==> src/rtl/out_pack_pkg.sv <==
// Shared sizing and the output word entry layout for the quantize/pack output stage.
package out_pack_pkg;

  localparam int unsigned DATA_W     = 32;
  localparam int unsigned Q_W        = 8;
  localparam int unsigned LANES      = 4;
  localparam int unsigned FIFO_DEPTH = 4;

  typedef struct packed {
    logic [DATA_W-1:0] data;
    logic [LANES-1:0]  byte_en;
    logic              last;
  } out_word_t;

endpackage

==> src/rtl/out_word_fifo.sv <==
// First-word-fall-through word FIFO with synchronous flush and occupancy output.
module out_word_fifo
  import out_pack_pkg::*;
#(
  parameter int unsigned Depth = FIFO_DEPTH,
  parameter int unsigned Width = $bits(out_word_t),
  localparam int unsigned PtrW = (Depth > 1) ? $clog2(Depth) : 1,
  localparam int unsigned CntW = $clog2(Depth + 1)
) (
  input  logic             clk,
  input  logic             rst_n,
  input  logic             flush_i,
  input  logic             push_i,
  input  logic [Width-1:0] wr_data_i,
  input  logic             pop_i,
  output logic [Width-1:0] rd_data_o,
  output logic             valid_o,
  output logic [CntW-1:0]  occupancy_o
);

  logic [Width-1:0] mem_q [Depth];
  logic [PtrW-1:0]  wr_ptr_q, wr_ptr_d, rd_ptr_q, rd_ptr_d;
  logic [CntW-1:0]  cnt_q, cnt_d;
  logic             full, push_ok, pop_ok;

  function automatic logic [PtrW-1:0] ptr_inc(input logic [PtrW-1:0] p);
    return (p == PtrW'(Depth - 1)) ? '0 : p + 1'b1;
  endfunction

  assign full        = (cnt_q == CntW'(Depth));
  assign valid_o     = (cnt_q != '0);
  assign pop_ok      = pop_i & valid_o;
  // A push into a full FIFO is only taken when the head leaves in the same cycle.
  assign push_ok     = push_i & (~full | pop_ok);
  assign rd_data_o   = mem_q[rd_ptr_q];
  assign occupancy_o = cnt_q;

  always_comb begin
    wr_ptr_d = wr_ptr_q;
    rd_ptr_d = rd_ptr_q;
    cnt_d    = cnt_q;
    if (flush_i) begin
      wr_ptr_d = '0;
      rd_ptr_d = '0;
      cnt_d    = '0;
    end else begin
      if (push_ok) wr_ptr_d = ptr_inc(wr_ptr_q);
      if (pop_ok)  rd_ptr_d = ptr_inc(rd_ptr_q);
      case ({push_ok, pop_ok})
        2'b10:   cnt_d = cnt_q + 1'b1;
        2'b01:   cnt_d = cnt_q - 1'b1;
        default: cnt_d = cnt_q;
      endcase
    end
  end

  always_ff @(posedge clk or negedge rst_n) begin
    if (!rst_n) begin
      wr_ptr_q <= '0;
      rd_ptr_q <= '0;
      cnt_q    <= '0;
    end else begin
      wr_ptr_q <= wr_ptr_d;
      rd_ptr_q <= rd_ptr_d;
      cnt_q    <= cnt_d;
    end
  end

  always_ff @(posedge clk or negedge rst_n) begin
    if (!rst_n) begin
      for (int i = 0; i < int'(Depth); i++) mem_q[i] <= '0;
    end else if (push_ok && !flush_i) begin
      mem_q[wr_ptr_q] <= wr_data_i;
    end
  end

endmodule

==> src/rtl/out_quant_pack.sv <==
// Requantizes ReLU'd partial sums to bytes, packs them into words per row, and buffers the
// words in a small FWFT FIFO with occupancy-based back-pressure.
module out_quant_pack #(
  parameter int unsigned DATA_W     = out_pack_pkg::DATA_W,
  parameter int unsigned Q_W        = out_pack_pkg::Q_W,
  parameter int unsigned FIFO_DEPTH = out_pack_pkg::FIFO_DEPTH
) (
  input  logic              clk,
  input  logic              rst_n,
  input  logic              start,
  input  logic [4:0]        cfg_shift,
  input  logic [7:0]        cfg_row_len,
  input  logic [DATA_W-1:0] in_data,
  input  logic              in_valid,
  output logic              stall_req,
  output logic [DATA_W-1:0] out_data,
  output logic [3:0]        out_byte_en,
  output logic              out_last,
  output logic              out_valid,
  input  logic              out_ready
);

  localparam int unsigned Lanes  = out_pack_pkg::LANES;
  localparam int unsigned LaneW  = $clog2(Lanes);
  localparam int unsigned SumW   = DATA_W + 1;
  localparam int unsigned EntryW = DATA_W + Lanes + 1;
  localparam int unsigned CntW   = $clog2(FIFO_DEPTH + 1);

  logic                accept;
  logic [SumW-1:0]     round_add, sum_w, shifted_w;
  logic [Q_W-1:0]      q_w;
  logic                s1_valid_q, s1_valid_d;
  logic [Q_W-1:0]      s1_q_q, s1_q_d;
  logic [DATA_W-1:0]   pk_data_q, pk_data_d, merged_data;
  logic [Lanes-1:0]    pk_be_q, pk_be_d, merged_be;
  logic [7:0]          elem_q, elem_d, last_idx;
  logic [LaneW-1:0]    lane;
  logic                elem_last;
  logic                wr_valid_q, wr_valid_d, wr_last_q, wr_last_d;
  logic [DATA_W-1:0]   wr_data_q, wr_data_d;
  logic [Lanes-1:0]    wr_be_q, wr_be_d;
  logic [EntryW-1:0]   head;
  logic [CntW-1:0]     occupancy;
  logic                fifo_valid;

  assign accept = in_valid & ~stall_req & ~start;

  // Round-half-up shift in DATA_W+1 bits so the rounding add cannot overflow.
  always_comb begin
    round_add = '0;
    if (cfg_shift != 5'd0) round_add = SumW'(1) << (cfg_shift - 5'd1);
    sum_w     = {1'b0, in_data} + round_add;
    shifted_w = sum_w >> cfg_shift;
    if (in_data[DATA_W-1])                           q_w = '0;
    else if (shifted_w > SumW'((1 << Q_W) - 1))      q_w = '1;
    else                                             q_w = shifted_w[Q_W-1:0];
  end

  always_comb begin
    s1_valid_d = accept;
    s1_q_d     = accept ? q_w : s1_q_q;
  end

  // Row length 0 wraps to 255 here, which is exactly the last index of a 256-element row.
  assign last_idx  = cfg_row_len - 8'd1;
  assign elem_last = (elem_q == last_idx);
  assign lane      = elem_q[LaneW-1:0];

  always_comb begin
    merged_data = pk_data_q;
    merged_data[lane*Q_W +: Q_W] = s1_q_q;
    merged_be   = pk_be_q | (Lanes'(1) << lane);
    pk_data_d   = pk_data_q;
    pk_be_d     = pk_be_q;
    elem_d      = elem_q;
    wr_valid_d  = 1'b0;
    wr_data_d   = wr_data_q;
    wr_be_d     = wr_be_q;
    wr_last_d   = wr_last_q;
    if (start) begin
      pk_data_d = '0;
      pk_be_d   = '0;
      elem_d    = '0;
    end else if (s1_valid_q) begin
      if (lane == LaneW'(Lanes - 1) || elem_last) begin
        wr_valid_d = 1'b1;
        wr_data_d  = merged_data;
        wr_be_d    = merged_be;
        wr_last_d  = elem_last;
        pk_data_d  = '0;
        pk_be_d    = '0;
      end else begin
        pk_data_d = merged_data;
        pk_be_d   = merged_be;
      end
      elem_d = elem_last ? 8'd0 : elem_q + 8'd1;
    end
  end

  always_ff @(posedge clk or negedge rst_n) begin
    if (!rst_n) begin
      s1_valid_q <= 1'b0;
      s1_q_q     <= '0;
      pk_data_q  <= '0;
      pk_be_q    <= '0;
      elem_q     <= '0;
      wr_valid_q <= 1'b0;
      wr_data_q  <= '0;
      wr_be_q    <= '0;
      wr_last_q  <= 1'b0;
    end else begin
      s1_valid_q <= s1_valid_d;
      s1_q_q     <= s1_q_d;
      pk_data_q  <= pk_data_d;
      pk_be_q    <= pk_be_d;
      elem_q     <= elem_d;
      wr_valid_q <= wr_valid_d;
      wr_data_q  <= wr_data_d;
      wr_be_q    <= wr_be_d;
      wr_last_q  <= wr_last_d;
    end
  end

  out_word_fifo #(
    .Depth (FIFO_DEPTH),
    .Width (EntryW)
  ) u_fifo (
    .clk         (clk),
    .rst_n       (rst_n),
    .flush_i     (start),
    .push_i      (wr_valid_q),
    .wr_data_i   ({wr_data_q, wr_be_q, wr_last_q}),
    .pop_i       (out_ready),
    .rd_data_o   (head),
    .valid_o     (fifo_valid),
    .occupancy_o (occupancy)
  );

  // Two slots of headroom cover the byte in stage 1 and the word waiting to be pushed.
  assign stall_req   = (32'(occupancy) + 32'd2 >= FIFO_DEPTH);
  assign out_valid   = fifo_valid;
  assign out_data    = fifo_valid ? head[EntryW-1 -: DATA_W] : '0;
  assign out_byte_en = fifo_valid ? head[Lanes:1] : '0;
  assign out_last    = fifo_valid & head[0];

endmodule

==> config.mk <==
export PLATFORM = sky130hd
export DESIGN_NAME = out_quant_pack
export DESIGN_NICKNAME = d
export VERILOG_FILES = /design/src/rtl/out_pack_pkg.sv /design/src/rtl/out_word_fifo.sv /design/src/rtl/out_quant_pack.sv
export SDC_FILE = /design/constraint.sdc
export NUM_CORES = 1
export LEC_CHECK = 0
export CORE_ASPECT_RATIO = 1.25
export CORE_MARGIN = 5
export CORE_UTILIZATION = 33
export CTS_CLUSTER_DIAMETER = 80
export DETAILED_ROUTE_END_ITERATION = 6
export SLEW_MARGIN = 0
export SYNTH_ARGS = -nofsm -noshare
export SYNTH_HDL_FRONTEND = slang
export SYNTH_HIERARCHICAL = 1
export SYNTH_SLANG_ARGS = --single-unit
==> constraint.sdc <==
create_clock -name clk -period 5.6 [get_ports clk]
set_clock_uncertainty 0.15 [all_clocks]
set_input_delay 0.56 -clock clk [delete_from_list [all_inputs] [get_ports clk]]
set_output_delay 0.56 -clock clk [all_outputs]
set_load 0.01 [all_outputs]
# Yosys cells after proc, flatten, opt, wreduce, memory -nomap -nowiden
# Cells that the tools add are included.
dict set report totals {
  register_bits 246
  input_bits 50
  output_inout_bits 39
  wordCells 98
}
dict set report op_classes {
  n_addsub 10
  n_lt_le_gt_ge 5
  n_eq_ne 7
  shift 5
  n_mux 32
  bitwise 12
  reduce_logical 11
}
# operator count
set op_table {}
lappend op_table {{$bwmux 148} 1}
lappend op_table {{$mux 32} 4}
lappend op_table {{$mux 37} 3}
lappend op_table {{$bmux 37 s2} 1}
lappend op_table {{$demux 37 s2} 1}
lappend op_table {{$mux 8} 5}
lappend op_table {{$neg 5->34} 1}
lappend op_table {{$shift 8x34->32 const A} 1}
lappend op_table {{$shiftx 8x34->32} 1}
lappend op_table {{$add 32x33->33} 1}
lappend op_table {{$gt 33x8->1 const B} 1}
lappend op_table {{$mux 33} 1}
lappend op_table {{$shl 1x5->33 const A} 1}
lappend op_table {{$shr 33x5->33} 1}
lappend op_table {{$bwmux 32} 1}
lappend op_table {{$mux 4} 4}
lappend op_table {{$mux 2} 6}
lappend op_table {{$add 8x1->8 const B} 1}
lappend op_table {{$eq 2x2->1 const B} 4}
lappend op_table {{$eq 8x8->1} 1}
lappend op_table {{$sub 8x1->8 const B} 1}
lappend op_table {{$ge 3x3->1 const B} 2}
lappend op_table {{$not 2->3} 2}
lappend op_table {{$pmux 3 s2} 1}
lappend op_table {{23 further kinds} 36}

# Logic depth before layout (Yosys ltp)
# Gate-level depths: netlist (run 1).
dict set report logic_depth {
  word_depth 8
  ltp_mapped 22
  mapped_depth_nobuf 18
}

# By module
# The synthesis (run 1) kept the hierarchy.
# mod n_inst cells_each area_each_um2
set modules_own_cells {}
lappend modules_own_cells {out_quant_pack 1 1128 8964.8}
lappend modules_own_cells {out_word_fifo 1 417 7549.7}

# Least setup slack after synthesis (run 1)
# Ideal clock, no wire load.
dict set report synth_timing {
  path_type {input -> register}
  start {input cfg_shift[2]}
  end {register s1_q_q[3]}
  setup_time_ns 0.155
  t_arrival_ns 4.889
  required_ns 5.295
  path_slack_ns 0.406
  cell_stages 20
  cell_sequence {clkbuf_1 -> clkbuf_8 -> clkbuf_8 -> clkbuf_1 -> clkbuf_1 -> or3_1 -> fa_1 -> nand2b_1 -> a21o_1 -> a2111o_1 -> nand4_1 -> a31oi_2 -> xnor2_2 -> a21oi_1 -> mux2i_1 -> o32a_1 -> o41ai_1 -> and3_1 -> buf_4 -> a41oi_1}
}
dict set report synth_via {
  elab_chain_len 8
  elab_cells_between_ends 9
  classes_between {add/sub (2); order compare (1); shift (2); mux (3); reduce/logical (1)}
}
# element line
set synth_lines {}
lappend synth_lines {{start: declaration} out_quant_pack.sv:11} ;# input logic [4:0] cfg_shift,
lappend synth_lines {{$sub 5x1->5} out_quant_pack.sv:51} ;# if (cfg_shift != 5'd0) round_add = SumW'(1) << (cfg_shift - 5'd1);
lappend synth_lines {{$shl 1x5->33} out_quant_pack.sv:51}
lappend synth_lines {{$mux 33} out_quant_pack.sv:51}
lappend synth_lines {{$add 32x33->33} out_quant_pack.sv:52} ;# sum_w = {1'b0, in_data} + round_add;
lappend synth_lines {{$shr 33x5->33 (*)} out_quant_pack.sv:53} ;# shifted_w = sum_w >> cfg_shift;
lappend synth_lines {{$gt 33x8->1} out_quant_pack.sv:55} ;# else if (shifted_w > SumW'((1 << Q_W) - 1)) q_w = '1;
lappend synth_lines {{$mux 8 (*)} out_quant_pack.sv:55}
lappend synth_lines {{$mux 8 (*)} out_quant_pack.sv:54} ;# if (in_data[DATA_W-1]) q_w = '0;
lappend synth_lines {{end signal: assignment} out_quant_pack.sv:113} ;# s1_q_q <= s1_q_d;
lappend synth_lines {{end: declaration} out_quant_pack.sv:33} ;# logic [Q_W-1:0] s1_q_q, s1_q_d;
# Every way passes the cells marked *; elsewhere a longest branch is shown, timed or not.
# A chain may end at the register's enable or synchronous reset.

# Final worst setup path (run 1)
dict set report layout_timing {
  start {input cfg_shift[0]}
  end {register s1_q_q[4]}
}
# Same word-level chain as after synthesis.

==> reports/qor.csv, run 1 <==
stage,metric,value,unit
routing,avgViaCountPerCell,5.34,
critical_path,r2r_start,elem_q[0],
clock_network,cts_resized,0,
job,drv_cap,0,
hold_path,holdPathStages,1,
pwr,p_int,3110,uW
finish,nNetsFinal,1803,
routing,drt_iter0_markers,657,
floorplanning,num_rows,91,
hold_path,hold_class,reg2reg,
timing,final-max-slew-violation-count,0,
status,outcome,completed,
critical_path,end_kind,flop,
pwr,p_clk_frac,0.416,
placed_design,globalplace.congestion,0.923,
synth,synthesis.nets,1643,
global_route,grt_use_total,0.161,
global_route,grt_first_pass_wirelength,72.4,mm
timing,whs,346,ps
critical_path,slowest_stage,clkdlybuf4s50_1,
clock_network,cts_sinks,246,
critical_path,cpLargestDelayFamily,compound AO/OA/AOI/OAI gates,
floorplanning,start_util,0.334,
floorplanning,dieHeight,260,um
critical_path,cpMostUsedCell,buf_4,
critical_path,critPathKind,in2reg,
clock_network,cts_tree,yes,
clock_network,cts.htree.levels,1,
critical_path,crit_path_start_kind,input pin,
timing,setup_viol_count_final,0,
critical_path,ff2ff_path_depth,7,
pwr,vdd_drop_max,0.161,mV
routing,wl,45.3,mm
synth,ys.flop_type,dfrtp_1,
critical_path,path_buf_inv,7,
synth,yosysTopAreaCell,dfrtp_1,
pwr,seqPwrFrac,0.439,
clock_network,insertion_delay,510,ps
floorplanning,die_w,210,um
global_route,grt_pass1_vias,13000,
critical_path,path_cells,"clkdlybuf4s50_1, inv_1, buf_4, nand2_1, buf_4, nor2_1, ha_1, buf_4, nand4_1, inv_1, a21oi_1, o211ai_1, xnor2_1, o211ai_1, o221ai_1, nand2_1, o32a_1, o41ai_1, buf_4, and3_1, a41oi_1",
timing,fmax,190,MHz
pwr,power_leakage,0.00889,uW
critical_path,reg2reg_slack,2720,ps
critical_path,r2r_end,pk_data_q[9],
synth,synth_warnings,6,
finish,antenna_cells,0,
synth,syn_area,16500,sq um
floorplanning,die_area,54600,sq um
finish,syn2layout_area_growth,17.4,%
synth,netlist_instances,1545,
global_route,antenna_found_initial,0,
finish,drive_gt1_frac,0.249,
finish,layout_common_cells,"dfrtp_1, buf_4, nor2_1, mux2_4, a21oi_1",
finish,layout_commonest_cell,dfrtp_1,
clock_network,cts_buffers,22,
timing,slew_headroom,0.284,
timing,rsz0062_at_grt,no,
synth,synth_cell_types,99,
pwr,p_sw,1060,uW
critical_path,cp.required,5820,ps
placed_design,dp.cells,2331,
critical_path,arrival,5480,ps
timing,finalCritPeriodShare,0.940,
clock_network,clk_path_buf_depth,3,
global_route,grt_max_degree,172,
clock_network,cts.clk_slew.worst_paths,70,ps
placed_design,hpwl,33.5,mm
routing,first_pass_iters,5,
pwr,p_sw_frac,0.254,
clock_network,clockRootBuffer,clkbuf_16,
synth,seq_area_frac_synth,0.373,
synth,synth_enable_flop_cells,0,
floorplanning,core_area,49400,sq um
hold_path,whs_endpoint,pk_data_q[8],
timing,min_period,5260,ps
synth,synth_seq_cells,246,
synth,ys_top_cells_by_area,"dfrtp_1, mux2_4, mux4_2",
critical_path,cpPeakStageDelay,650,ps
floorplanning,io-pin-count,89,
routing,drtAntennaViolNets,0,
placed_design,port_buffers,88,
routing,num_vias,12700,
timing,hold_violations,0,
synth,synthArstFlopShare,1.00,
finish,instances_no_fill,2372,
pwr,powerDensity,215,nW/um^2
finish,postLayoutCoreUtil,0.392,
synth,netlist.area_leader.share,0.373,
timing,tightest_slew,1070,ps
critical_path,worstPathMaxFanout,9,
global_route,grt_overflow,0,
synth,synth.avg_cell_area,10.7,sq um
routing,wl_per_cell,19.1,um
hold_path,hp-start,pk_data_q[8],
routing,route.detailed.drc,0,
pwr,combPwrFrac,0.146,
==> synth_stat cells (all sizes together), types with 4 or more instances <==
cell type,n
nand4b,4
xor2,21
xnor2,22
o21ai,76
nor3,21
nand2,100
o21a,9
nand3,30
or3,8
or2,4
mux2i,21
dfrtp,246
nor2,148
nor4,7
o2111ai,4
ha,46
nor3b,4
a21oi,112
o22ai,11
a221oi,5
nand2b,12
mux2,157
and2,47
mux4,42
a211oi,13
inv,34
and3,4
a21boi,4
a21o,8
clkbuf,59
o221ai,7
a22o,67
o211ai,10
a22oi,5
nor2b,35
a221o,4
a31oi,16
nand4,22
o31ai,7
buf,43
a211o,4
==> worst max path at each step <==
stage	start	end	depth (start not counted)
2_1_floorplan	cfg_shift[2]	s1_q_q[3]	20
3_3_place_gp	cfg_shift[0]	s1_q_q[4]	21
3_5_place_dp	cfg_shift[0]	s1_q_q[4]	21
4_1_cts	cfg_shift[0]	s1_q_q[4]	21
5_1_grt	cfg_shift[0]	s1_q_q[4]	21
6_report	cfg_shift[0]	s1_q_q[4]	21
==> metal layers <==
metal / track usage / wire (um) / vias to the layer above
met1: 0.204 / 19100 / 6251
met4: 0.0535 / 1330 / 0
met2: 0.289 / 23100 / 300
met5: 0 / 0 / -
li1: - / - / 6039
met3: 0.0144 / 1720 / 77
==> cells by family (layout without fill, tap and decap cells) <==
logic type               Yosys count  after routing  share of synthesized area
flip-flops                       246            246                      0.373
AO/OA/AOI/OAI                    395            395                      0.166
XOR/XNOR                          43             43                     0.0246
adder cells (fa/ha/maj)           48             48                     0.0373
multiplexers                     220            220                      0.205
AND/OR/NAND/NOR                  456            456                      0.137
buffers and inverters            136            312                     0.0567
other                              1              1                   0.000227
==> final cells by class <==
type	instances	area (sq um)
clock inverters	12	223
well taps	651	815
clock buffers	28	614
flip-flops and latches	246	6160
multi-input cells	1163	9430
fillers	4847	30000
repair buffers	238	2030
inverters	34	128
==> state kept, by name, indices dropped and copies added (netlist names) <==
register / flops
wr_be_q: 4
elem_q: 8
wr_valid_q: 1
u_fifo/mem_q: 148
s1_q_q: 8
u_fifo/rd_ptr_q: 2
pk_data_q: 32
wr_last_q: 1
pk_be_q: 4
wr_data_q: 32
u_fifo/occupancy_o: 3
u_fifo/wr_ptr_q: 2
s1_valid_q: 1
==> power by group through the flow <==
stage | Clock (uW) | Sequential [uW] | Combinational (uW)
after detailed placement | 0 | 1860 | 603
after CTS | 1780 | 1830 | 607
final | 1730 | 1830 | 606
after global routing | 1850 | 1830 | 664
after floorplan | 0 | 1840 | 350
after global placement | 0 | 1860 | 600
==> worst register-to-register path, stage by stage, from the launching register on <==
cell,delay [ps]
dfrtp_1,610
inv_1,200
ha_1,380
nand2_1,60
nor3_1,770
a21oi_1,160
nor2_1,280
a22o_1,200
==> what timing repair did <==
| action | 4_1_cts | 5_1_grt |
|---|---|---|
| hold buffers | 1 | 0 |
| setup buffers | 0 | 0 |
| endpoints found under the hold margin | 75 | 0 |
==> per-stage QoR <==
stage | area [sq um] | TNS [ps] | setup WS [ps] | power (uW)
CTS | 19400 | 0 | 411 | 4210
floorplan | 16500 | 0 | 406 | 2190
detailed placement | 18500 | -532 | -90.9 | 2460
global placement | 18500 | -0.837 | -0.666 | 2460
global route | 19400 | 0 | 127 | 4340
finish | 19400 | 0 | 338 | 4160
Power figures use the tool's default switching activity.
==> run 2: changes to the inputs <==
--- a/config.mk
+++ b/config.mk
@@ -6,7 +6,7 @@
 export NUM_CORES = 1
 export LEC_CHECK = 0
 export CORE_ASPECT_RATIO = 1.25
-export CORE_MARGIN = 5
+export CORE_MARGIN = 2
 export CORE_UTILIZATION = 33
 export CTS_CLUSTER_DIAMETER = 80
 export DETAILED_ROUTE_END_ITERATION = 6
==> run 2 against run 1 <==
  * Combinational power about the same
  * Largest cell class unchanged
  * Register-to-register slack got worse by 120 ps
  * Highest routed layer unchanged
  * First-iteration DRC count increased by 3.0%
  * Setup slack improved by 67 ps
  * Routed wire length increased by 2.0%
  * Clock-buffer cell count increased by 3
  * Sequential share of layout area decreased by 0.084 points
  * Fmax increased by 1.3%
  * Sequential power about the same
  * Critical endpoint unchanged
==> reports/qor.csv, run 2 (same netlist as run 1, synthesis figures left out) <==
stage,metric,value,unit,change
routing,wl,46.2,mm,+2.0%
routing,num_vias,12800,,+1.1%
critical_path,cpMostUsedCell,buf_4,,
timing,layout_setup_ws,405,ps,+66.6 ps
routing,drtAntennaViolNets,0,,unchanged
floorplanning,die_w,204,um,-2.9%
routing,avgViaCountPerCell,5.40,,+1.2%
routing,first_pass_iters,5,,unchanged
timing,tightest_slew,1080,ps,+9.06 ps
floorplanning,start_util,0.334,,unchanged
clock_network,postCtsHoldBufs,1,,unchanged
routing,drt_iter0_markers,677,,+3.0%
timing,setup_viol_count_final,0,,unchanged
routing,wl_per_cell,19.5,um,+2.1%
placed_design,dp_slack,-78.0,ps,+12.9 ps
global_route,grt_max_degree,156,,-9.3%
finish,top_register,u_fifo/mem_q,,
critical_path,slowest_stage,clkdlybuf4s50_1,,
clock_network,cts_setup_buffers,0,,unchanged
finish,drive_gt1_frac,0.251,,+0.00189
finish,seqCellArea,6160,sq um,unchanged
critical_path,cp.required,5820,ps,about the same
critical_path,cpLargestDelayFamily,buffers and inverters,,
floorplanning,dieHeight,254,um,-2.3%
floorplanning,core_area,49400,sq um,unchanged
routing,route.detailed.drc,0,,unchanged
timing,min_period,5200,ps,-66.6 ps
global_route,antenna_found_initial,0,,unchanged
timing,rsz0062_at_grt,no,,
finish,antenna_cells,0,,unchanged
hold_path,holdPathStages,1,,unchanged
critical_path,arrival,5420,ps,-60 ps
finish,num-fill-cells,4814,,-0.68%
timing,finalCritPeriodShare,0.928,,-0.0119
floorplanning,io-pin-count,89,,unchanged
clock_network,cts_sinks,246,,unchanged
status,outcome,completed,,
global_route,grt_use_total,0.179,,+0.0180
critical_path,path_buf_inv,8,,+1
finish,layout_commonest_cell,dfrtp_1,,
clock_network,cts.clk_slew.worst_paths,70,ps,about the same
critical_path,worstPathMaxFanout,19,,+10
critical_path,r2r_start,elem_q[0],,
finish,reg.largest.list,"u_fifo/mem_q (148), pk_data_q (32), wr_data_q (32)",,
critical_path,r2r_end,pk_data_q[7],,
clock_network,cts_resized,0,,unchanged
pwr,p_total,4250,uW,+2.1%
clock_network,insertion_delay,520,ps,about the same
critical_path,cp.depth,22,,+4.8%
pwr,powerDensity,219,nW/um^2,+1.8%
hold_path,whs_endpoint,pk_data_q[17],,
hold_path,hp-start,pk_data_q[17],,
critical_path,reg2reg_slack,2600,ps,-120 ps
finish,nNetsFinal,1801,,-0.11%
clock_network,cts_buffers,24,,+9.1%
clock_network,clk_path_buf_depth,3,,unchanged
critical_path,end_kind,flop,,
pwr,power_leakage,0.00892,uW,+0.31%
clock_network,clockRootBuffer,clkbuf_16,,
placed_design,hpwl,33.3,mm,-0.86%
timing,final-max-slew-violation-count,0,,unchanged
clock_network,cts_tree,yes,,
hold_path,hold_class,reg2reg,,
timing,hold_violations,0,,unchanged
critical_path,ff2ff_path_depth,7,,unchanged
global_route,grt_pass1_vias,13500,,+3.6%
placed_design,globalplace.congestion,0.947,,+2.5%
critical_path,cpPeakStageDelay,510,ps,-140 ps
finish,largest_reg_flops,148,,unchanged
finish,syn2layout_area_growth,17.7,%,
finish,multiInputGateArea,9430,sq um,about the same
critical_path,critPathKind,in2reg,,
timing,whs,342,ps,-3.28 ps
finish,postLayoutCoreUtil,0.393,,+0.00104
global_route,grt_first_pass_wirelength,75.0,mm,+3.6%
clock_network,cts.htree.levels,1,,unchanged
floorplanning,die_area,51900,sq um,-5.1%
timing,fmax,192,MHz,+1.3%
critical_path,crit_path_start_kind,input pin,,
placed_design,port_buffers,88,,unchanged
floorplanning,num_rows,91,,unchanged
global_route,grt_overflow,0,,unchanged
job,drv_cap,0,,unchanged
critical_path,path_cells,"clkdlybuf4s50_1, buf_4, inv_2, nand2_1, buf_4, nor2_1, ha_1, buf_4, a21oi_1, o21ai_0, buf_4, a21oi_1, buf_4, nand3_1, o21ai_0, and2_1, o32ai_1, mux2_2, o41ai_1, buf_4, and3_1, a41oi_1",,
finish,layout_common_cells,"dfrtp_1, nor2_1, buf_4, mux2_4, a21oi_1",,
pwr,vdd_drop_max,0.192,mV,+19%
timing,slew_headroom,0.278,,-0.00609
==> run 2: cell types whose count changed in the layout (fill, tap and decap cells not counted), moves of 2 or more <==
cell       previous run  this run
clkbuf_1              3         0
buf_4               148       143
clkbuf_16            23        25
clkbuf_8              2         6
clkinv_2              2         5
==> run 2: power breakdown <==
group / switching, uW / internal [uW] / total (uW) / leakage, uW
registers: 33.1 / 1790 / 1830 / 0.00341
clock network: 693 / 1120 / 1810 / 0.000446
logic: 356 / 252 / 608 / 0.00506
==> run 2: worst max-delay path by stage <==
stage            startpoint         to  slack, ps
2_1_floorplan  cfg_shift[2]  s1_q_q[3]        410
3_3_place_gp   cfg_shift[1]  s1_q_q[4]        -40
3_5_place_dp   cfg_shift[1]  s1_q_q[4]        -80
4_1_cts        cfg_shift[1]  s1_q_q[4]        470
5_1_grt        cfg_shift[1]  s1_q_q[4]        170
6_report       cfg_shift[1]  s1_q_q[4]        400
==> run 2: routing by layer <==
| layer | up-vias | track usage | share of wire | wire length (um) |
|---|---|---|---|---|
| met1 | 6433 | 0.226 | 0.43 | 19800 |
| met5 | - | 0 | 0 | 0 |
| met3 | 70 | 0.00975 | 0.029 | 1330 |
| li1 | 6018 | - | - | - |
| met2 | 290 | 0.328 | 0.52 | 23900 |
| met4 | 0 | 0.0536 | 0.026 | 1210 |
==> run 2: cell type report <==
cell class / count / share of cell area
clock buffers: 31 / 0.0364
clock inverters: 12 / 0.00985
inverters: 34 / 0.00656
multi-input cells: 1163 / 0.485
flip-flops and latches: 246 / 0.317
well taps: 651 / 0.0419
repair buffers: 234 / 0.103
==> run 2: through the flow <==
step           cell area [sq um]  TNS (ps)  instances
2_1_floorplan              16500         0       1545
3_3_place_gp               18500      -129       2327
3_5_place_dp               18500      -375       2327
4_1_cts                    19400         0       2371
5_1_grt                    19400         0       2371
6_report                   19400         0       2371
